File: src/rtl/leaf_pkg.sv
// Packet field widths, offsets and assembly shared by the leaf packetizer,
// the leaf interface and the depacketizer.
package leaf_pkg;

    localparam int PAYLOAD_BITS  = 32;
    localparam int NUM_LEAF_BITS = 5;
    localparam int NUM_PORT_BITS = 4;
    localparam int NUM_ADDR_BITS = 7;
    localparam int PACKET_BITS   = 1 + NUM_LEAF_BITS + NUM_PORT_BITS + NUM_ADDR_BITS + PAYLOAD_BITS;

    localparam int PAYLOAD_LSB = 0;
    localparam int ADDR_LSB    = PAYLOAD_LSB + PAYLOAD_BITS;
    localparam int PORT_LSB    = ADDR_LSB + NUM_ADDR_BITS;
    localparam int LEAF_LSB    = PORT_LSB + NUM_PORT_BITS;
    localparam int VALID_BIT   = LEAF_LSB + NUM_LEAF_BITS;

    // Credits mirror remote BRAM freespace, so they need one bit above the address.
    localparam int CREDIT_BITS = NUM_ADDR_BITS + 1;
    localparam int CREDIT_MAX  = 1 << NUM_ADDR_BITS;

    typedef logic [PACKET_BITS-1:0] packet_t;

    function automatic packet_t make_packet(
        input logic [NUM_LEAF_BITS-1:0] leaf,
        input logic [NUM_PORT_BITS-1:0] port,
        input logic [NUM_ADDR_BITS-1:0] addr,
        input logic [PAYLOAD_BITS-1:0]  payload
    );
        return {1'b1, leaf, port, addr, payload};
    endfunction

endpackage

File: src/rtl/rr_arbiter.sv
// Round-robin arbiter: searches from the slot after the last winner; the
// pointer only moves when the caller reports that the grant was taken.
module rr_arbiter #(
    parameter int N  = 6,
    parameter int IW = (N > 1) ? $clog2(N) : 1
) (
    input  logic          clk,
    input  logic          rst_n,
    input  logic [N-1:0]  req,
    input  logic          advance,
    output logic [N-1:0]  grant,
    output logic [IW-1:0] grant_idx
);

    logic [IW-1:0] last_q, last_d;
    logic          found;
    int            cand;

    always_comb begin
        grant     = '0;
        grant_idx = '0;
        found     = 1'b0;
        cand      = 0;
        for (int k = 1; k <= N; k++) begin
            cand = (int'(last_q) + k) % N;
            if (!found && req[cand]) begin
                found       = 1'b1;
                grant[cand] = 1'b1;
                grant_idx   = IW'(cand);
            end
        end
        last_d = advance ? grant_idx : last_q;
    end

    // Reset to the last slot so slot 0 wins the first arbitration.
    always_ff @(posedge clk or negedge rst_n) begin
        if (!rst_n) begin
            last_q <= IW'(N - 1);
        end else begin
            last_q <= last_d;
        end
    end

endmodule

File: src/rtl/leaf_out_packetizer.sv
// Merges the user kernel's output streams into one credited BFT packet stream.
// Handshake: a stream holds din/vld until ack pulses for one cycle; ack is combinational from the grant.
module leaf_out_packetizer
    import leaf_pkg::*;
#(
    parameter int PACKET_BITS           = leaf_pkg::PACKET_BITS,
    parameter int PAYLOAD_BITS          = leaf_pkg::PAYLOAD_BITS,
    parameter int NUM_LEAF_BITS         = leaf_pkg::NUM_LEAF_BITS,
    parameter int NUM_PORT_BITS         = leaf_pkg::NUM_PORT_BITS,
    parameter int NUM_ADDR_BITS         = leaf_pkg::NUM_ADDR_BITS,
    parameter int NUM_OUT_PORTS         = 6,
    parameter int FREESPACE_UPDATE_SIZE = 64
) (
    input  logic                                                clk,
    input  logic                                                reset_n,
    input  logic [NUM_OUT_PORTS*PAYLOAD_BITS-1:0]               din_leaf_user2interface,
    input  logic [NUM_OUT_PORTS-1:0]                            vld_user2interface,
    output logic [NUM_OUT_PORTS-1:0]                            ack_interface2user,
    input  logic [NUM_OUT_PORTS*(NUM_LEAF_BITS+NUM_PORT_BITS)-1:0] dest_cfg,
    input  logic                                                credit_upd_vld,
    input  logic [NUM_PORT_BITS-1:0]                            credit_upd_port,
    input  logic                                                out_ready,
    input  logic                                                resend,
    output logic [PACKET_BITS-1:0]                              dout_packet
);

    localparam int IDX_BITS  = (NUM_OUT_PORTS > 1) ? $clog2(NUM_OUT_PORTS) : 1;
    localparam int DEST_BITS = NUM_LEAF_BITS + NUM_PORT_BITS;
    localparam int CRED_W    = NUM_ADDR_BITS + 1;
    localparam logic [CRED_W:0]   SUM_MAX = (CRED_W + 1)'(1 << NUM_ADDR_BITS);
    localparam logic [CRED_W:0]   UPD_INC = (CRED_W + 1)'(FREESPACE_UPDATE_SIZE);
    localparam logic [CRED_W-1:0] CRED_RST = CRED_W'(1 << NUM_ADDR_BITS);

    logic [NUM_ADDR_BITS-1:0] addr_q   [NUM_OUT_PORTS];
    logic [NUM_ADDR_BITS-1:0] addr_d   [NUM_OUT_PORTS];
    logic [CRED_W-1:0]        credit_q [NUM_OUT_PORTS];
    logic [CRED_W-1:0]        credit_d [NUM_OUT_PORTS];
    logic [PACKET_BITS-1:0]   dout_q, dout_d;

    logic [NUM_OUT_PORTS-1:0] eligible, grant;
    logic [IDX_BITS-1:0]      grant_idx;
    logic                     out_vld, can_load, fire;
    logic [DEST_BITS-1:0]     dest_sel;
    logic [PAYLOAD_BITS-1:0]  din_sel;
    logic [NUM_ADDR_BITS-1:0] addr_sel;
    logic [CRED_W:0]          sum;
    logic                     upd_hit;

    rr_arbiter #(.N(NUM_OUT_PORTS), .IW(IDX_BITS)) u_arb (
        .clk       (clk),
        .rst_n     (reset_n),
        .req       (eligible),
        .advance   (fire),
        .grant     (grant),
        .grant_idx (grant_idx)
    );

    always_comb begin
        for (int i = 0; i < NUM_OUT_PORTS; i++) begin
            eligible[i] = vld_user2interface[i] && (credit_q[i] != '0);
        end
        out_vld  = dout_q[PACKET_BITS-1];
        can_load = !out_vld || out_ready;
        // Gated by reset_n so ack stays low while reset is held.
        fire     = (|grant) && !resend && can_load && reset_n;
        ack_interface2user = fire ? grant : '0;

        dest_sel = dest_cfg[grant_idx*DEST_BITS +: DEST_BITS];
        din_sel  = din_leaf_user2interface[grant_idx*PAYLOAD_BITS +: PAYLOAD_BITS];
        addr_sel = '0;
        for (int i = 0; i < NUM_OUT_PORTS; i++) begin
            if (IDX_BITS'(i) == grant_idx) addr_sel = addr_q[i];
        end

        if (fire) begin
            dout_d = make_packet(dest_sel[DEST_BITS-1 -: NUM_LEAF_BITS],
                                 dest_sel[NUM_PORT_BITS-1:0], addr_sel, din_sel);
        end else if (out_vld && out_ready && !resend) begin
            dout_d = '0;
        end else begin
            dout_d = dout_q;
        end

        sum     = '0;
        upd_hit = 1'b0;
        for (int i = 0; i < NUM_OUT_PORTS; i++) begin
            addr_d[i] = addr_q[i] + NUM_ADDR_BITS'(ack_interface2user[i]);
            // Out-of-range update ports never match any stream index.
            upd_hit = credit_upd_vld && (credit_upd_port == NUM_PORT_BITS'(i));
            sum = {1'b0, credit_q[i]} + (upd_hit ? UPD_INC : '0)
                  - (CRED_W + 1)'(ack_interface2user[i]);
            credit_d[i] = (sum > SUM_MAX) ? SUM_MAX[CRED_W-1:0] : sum[CRED_W-1:0];
        end
    end

    always_ff @(posedge clk or negedge reset_n) begin
        if (!reset_n) begin
            dout_q <= '0;
            for (int i = 0; i < NUM_OUT_PORTS; i++) begin
                addr_q[i]   <= '0;
                credit_q[i] <= CRED_RST;
            end
        end else begin
            dout_q   <= dout_d;
            addr_q   <= addr_d;
            credit_q <= credit_d;
        end
    end

    assign dout_packet = dout_q;

endmodule
File: config.mk
export PLATFORM = sky130hd
export DESIGN_NAME = leaf_out_packetizer
export DESIGN_NICKNAME = d
export VERILOG_FILES = /design/src/rtl/leaf_pkg.sv /design/src/rtl/rr_arbiter.sv /design/src/rtl/leaf_out_packetizer.sv
export SDC_FILE = /design/constraint.sdc
export NUM_CORES = 1
export LEC_CHECK = 0
export ABC_AREA = 1
export BUFFER_PORTS_ARGS = -buffer_cell sky130_fd_sc_hd__buf_2
export CORE_ASPECT_RATIO = 0.7
export CORE_UTILIZATION = 40
export CTS_CLUSTER_DIAMETER = 80
export DETAILED_ROUTE_END_ITERATION = 16
export PLACE_DENSITY_LB_ADDON = 0.2
export SLEW_MARGIN = 20
export SYNTH_ARGS = -nofsm -noshare
export SYNTH_HDL_FRONTEND = slang
export SYNTH_SLANG_ARGS = --single-unit
File: constraint.sdc
create_clock -name clk -period 5.7 [get_ports clk]
set_input_delay 1.14 -clock clk [delete_from_list [all_inputs] [get_ports clk]]
set_output_delay 1.14 -clock clk [all_outputs]
set_load 0.05 [all_outputs]
After elaboration in Yosys (flattened, before gate mapping):

Index checks and enable logic that the tools add are counted.

* input port bits: 261
* output and inout port bits: 55
* word-level logic and storage cells: 194
* register bits: 142

* order comparisons: 18
* reduce and logical (&&, ||, !) cells: 46
* add/subtract/negate cells: 24
* shifts and indexed selects: 2
* equality and inequality tests: 10
* bitwise operators: 5
* divide/modulo/power cells: 6
* multiply operators: 1
* mux-type cells: 68

Operator list (count)
* $ge A32 B1 Y1 const B: 6
* $lt A32 B5 Y1 const B: 6
* $mod A32 B4 Y32 const B: 6
* $shiftx A192 B9 Y32: 1
* $mux W49: 2
* $mux W7: 12
* $add A8 B7 Y9: 6
* $gt A9 B8 Y1 const B: 6
* $shiftx A54 B8 Y9: 1
* $sub A9 B1 Y9: 6
* $mux W8: 6
* $reduce_bool A8 Y1: 6
* $add A7 B1 Y7: 6
* $mux W6: 7
* $or A6 B6 Y6: 5
* $logic_and A1 B1 Y1: 28
* $mux W1: 23
* $bmux W1 S3: 6
* $demux W1 S3: 6
* $mux W3: 6
* $add A3 B3 Y4 const B: 3
* $add A3 B2 Y4 const B: 2
* $eq A4 B2 Y1 const B: 2
* $eq A4 B3 Y1 const B: 2
* 12 further kinds: 20

Logic depth before layout (Yosys ltp):

* depth in word-level cells: 29
* mapped depth: 45
* depth with buffers taken out: 41

Hierarchy:

Synthesis repeated with hierarchy kept, for this count alone.

* cells, all modules: 1818
* area, all modules: 12156.7 um^2

By module, submodules not included
* leaf_out_packetizer: cells an instance 1485, times used 1, seq. area each 3485.8 um^2, area each 10262.3 um^2
* rr_arbiter: cells an instance 333, times used 1, seq. area each 77.6 um^2, area each 1894.3 um^2

Worst setup path before layout:

No wires, ideal clock.

* kind: flip-flop to flip-flop
* from: register u_arb.last_q[0]
* to: register credit_q[10] in the netlist's numbering
* stages on the path, launching flop included: 43
* slack: -1.117 ns
* data required time: 5.576 ns
* period minus slack after synthesis: 6.817 ns
* arrival: 6.693 ns
* buffers on the path: 4
* setup time: 0.124 ns
* cells stage by stage: dfstp_2 inv_1 clkbuf_1 buf_1 ha_1 inv_1 nand2_1 nand2_2 ha_1 inv_1 nand3_1 nand2_1 nand2_1 nor2_1 nand3_1 nand2_2 nand3_2 nand3_2 [7 not listed] buf_4 buf_2 a31oi_1 ha_1 inv_1 ha_1 a21oi_1 o21bai_1 a21oi_1 o21bai_1 nand2_1 inv_1 or2_2 a21oi_1 xor2_1 or2_2 o31a_1 nor2_1

RTL lines
* start: declaration: line rr_arbiter.sv:15 `logic [IW-1:0] last_q, last_d;`
* start signal: assignment: line rr_arbiter.sv:38 `last_q <= IW'(N - 1);`
* start signal: assignment: line rr_arbiter.sv:40 `last_q <= last_d;`
* end signal: assignment: line leaf_out_packetizer.sv:106 `credit_q <= credit_d;`
* end: declaration: line leaf_out_packetizer.sv:36 `logic [CRED_W-1:0] credit_q [NUM_OUT_PORTS];`

==> results by stage <==
Synth:
- Of the total synthesized cell area, the portion taken by AND, OR, NAND and NOR gates is 0.354.
- A synthesized cell averages 6.44 um2.
- The dominant combinational cell family by area after synthesis is simple AND/OR/NAND/NOR gates.
- The number of nets produced by synthesis is 2,325.
- The synthesized-area fraction occupied by adder cells is 0.108.
- The synthesized netlist occupies a cell area of 0.0126 mm2.
- Counting flops with a built-in enable in the synthesized netlist gives 0.
- Of the post-synthesis cell area, the part taken by muxes is 0.
- The share of the synthesized area in compound gates (AO/OA/AOI/OAI) came to 0.0571.
- The yosys synthesis warning count is 0.
- The leading register cell type out of synthesis is sky130_fd_sc_hd__dfrtp_1.
- The post-synthesis cell type count is 43.
- The number of synthesized register bits is 142.
- Of the synthesized area, sequential elements account for 0.283.
- The instance count of the mapped netlist is 1,959.
- The synthesized-area fraction occupied by xor and xnor cells is 0.0444.
- Counting flops with an async set or reset pin after synthesis yields a share of 1.00.

Layout:
- In the layout the commonest cells are sky130_fd_sc_hd__nand2_1 (541), sky130_fd_sc_hd__inv_1 (392), sky130_fd_sc_hd__buf_2 (314).
- The post-route core utilization is 0.539.
- Of the cells placed in the final design, the portion with a size suffix greater than 1 is 0.258.
- The most frequent standard cell in the layout excluding fill and tap cells is sky130_fd_sc_hd__nand2_1.
- The number of antenna repair diodes is 0.
- Compared with the post-synthesis result, the final layout area differs by 30.3%.
- After the flow finishes, the layout carries non-filler instances totaling 2,754.
- The final-stage net count is 2,695.

STA:
- The number of pins with negative max-slew slack in the final report is 0.
- The count of endpoints failing hold in the final timing report is 0.
- Setup repair after global routing could not meet its margin everywhere.
- The share of the clock period used by the worst path is 0.973.
- The shortest clock period the worst path allows after layout is 5550 ps.
- The maximum clock skew at final layout is 13.8 ps.
- The worst max-slew margin expressed relative to the limit is 0.259.
- The tightest hold path in the finished design has a slack of 467 ps.
- Setup violations remaining at the end of the flow were counted as 0.
- At the pin with the least slew margin, the transition time is 1100 ps.
- The maximum clock frequency is 180 MHz.

Clock network:
- The register clock-pin slew on the reported worst setup and hold paths is 60 ps.
- The TritonCTS sink count is 142.
- The clock tree buffer depth is 2.
- The number of buffers added by the clock tree synthesis step is 17.
- The H-tree was split into 4 levels.
- The hold-fix buffer count after cts is 0.
- The TritonCTS clock tree is yes.
- The insertion delay to the later sink of the worst-skew pair is 430 ps.
- CTS placed an instance of sky130_fd_sc_hd__clkbuf_16 at the clock tree root.

Global route:
- The number of global-route vias before repair was 12,300.
- The first global-routing pass estimated 60,800 um of wire.
- The maximum number of pins on one net before global-route repair is 67.
- The number of antenna violations at the first check in global routing was 0.
- The total overflow left after global routing is 0.
- For this run, the total global-route usage over all layers was measured as 0.234.

Detailed routing:
- After detailed routing, the number of remaining DRC violations is 0.
- The total number of vias is 13,200.
- The count of nets left with antenna violations after detail routing is 0.
- The routed design has 38,900 um of wire.
- Dividing the detail-routed via count by the number of cells gives 4.80.
- The number of detailed-route iterations in the first pass is 7.
- The detailed router finished its first iteration with 837 violations.
- After detailed routing, the average wire length per cell comes to 14.1 um.

Setup path:
- The required time of the critical path is 6030 ps.
- Data on the critical path arrives at its endpoint at 5870 ps.
- The kind of critical path is register to register.
- Among the stages of the critical path, the cell type that occurs most often is sky130_fd_sc_hd__nand3_4.
- The element type at the critical path end is a register.
- The category of the worst setup path launch point is a register.
- The worst reg2reg path depth is 40.
- The critical-path maximum fanout is 8.
- The slowest stage of the critical path is the sky130_fd_sc_hd__dfstp_2 cell.
- In this design, the stage delay of the slowest critical-path cell is 610 ps.

Die:
- The floorplan step defined a core boundary enclosing 0.0305 mm2.
- The floorplan step set the die height to 151 um.
- The number of top-level design ports is 316.
- The floorplan step defined a die boundary enclosing 0.0323 mm2.
- The initial utilization of the core area, before any placement, comes to 0.413.
- The standard-cell row count is 53.
- The width of the die is 214 um.

Placement:
- The number of input and output port buffers inserted is 315.
- At the end of routability-driven placement, the weighted congestion stood at 0.992.
- Once placement completed, the tool counted placed cells totaling 2,695.
- The HPWL after detailed placement is 30,100 um.

Hold path:
- The worst hold path cell count is 1.
- The min-delay analysis places its worst path in the category register to register.

Job:
- Across the run, the number of max-cap violations was 0.

Run status:
- The flow ran to the end, and the final reports show no timing, DRC or antenna violations.
## sequential cells by signal, indices dropped and copies added (netlist names)
name / flops
dout_packet: 49
u_arb.last_q: 3
addr_q: 42
credit_q: 48
## logic make-up (layout without fill, tap and decap cells)
family | after synthesis | in the layout
flops | 142 | 142
compound gates | 127 | 127
xor+xnor | 64 | 64
simple gates | 1029 | 1029
buf+inv | 492 | 875
fa+ha+maj | 105 | 105
## stage by stage
stage / worst slack, ps / cell area (um2) / TNS, ps
finish: 153 / 16400 / 0
global placement: 97.1 / 15300 / 0
floorplan: -412 / 13000 / -8240
CTS: 21.2 / 15800 / 0
detailed placement: -31.2 / 15300 / -217
global route: -136 / 16400 / -2070
## repair_timing
item                                    in CTS  in global routing
endpoints found under the setup margin      14                 52
resized for setup                            3                 93
setup buffers                                1                 26
pin swaps                                    3                 63
## Yosys cell counts, types with 24 or more instances
library cell | n | share of area
sky130_fd_sc_hd__dfrtp_1 | 134 | 0.27
sky130_fd_sc_hd__inv_1 | 403 | 0.12
sky130_fd_sc_hd__o21ai_0 | 42 | 0.017
sky130_fd_sc_hd__xor2_1 | 54 | 0.037
sky130_fd_sc_hd__ha_1 | 99 | 0.098
sky130_fd_sc_hd__buf_2 | 24 | 0.0095
sky130_fd_sc_hd__clkinv_1 | 24 | 0.0071
sky130_fd_sc_hd__a21oi_1 | 48 | 0.019
sky130_fd_sc_hd__nand3b_1 | 25 | 0.015
sky130_fd_sc_hd__nand2_1 | 557 | 0.17
sky130_fd_sc_hd__nand3_1 | 232 | 0.092
sky130_fd_sc_hd__nor2_1 | 142 | 0.042
## worst max-delay path: cells and delay by family, from the launching register on
family	cells	cell delay [ps]
compound gates	7	1050
xor+xnor	1	220
fa+ha+maj	4	710
buf+inv	8	670
flops	1	610
simple gates	20	2130
## per-layer routing
layer,wire length (um),track usage,share of wire
met1,18900,0.335,0.49
met2,17700,0.372,0.45
met3,1930,0.0378,0.050
met4,412,0.0446,0.011
met5,0,0,0
## final timing paths
kind                            slack [ps]               to             from
worst max-delay path                   150     credit_q[11]  u_arb.last_q[0]
worst min-delay path                   470       addr_q[27]       addr_q[27]
max in group asynchronous             4000  dout_packet[29]          reset_n
worst min register to register         470       addr_q[27]       addr_q[27]
worst max register to register         150     credit_q[11]  u_arb.last_q[0]
min in group asynchronous              560   dout_packet[1]          reset_n
## area by class of cell
class                      instances  area (um2)
fill                            3066       14100
multi-input combinational       1325        7820
clock buffer                      21         460
sequential                       142        3560
timing repair buffer             412        2350
tap                              412         515
inverter                         431        1620
clock inverter                    11         108
Power is not shown: default switching activity piles up to over one toggle a cycle in this logic, so the estimate is an artifact.
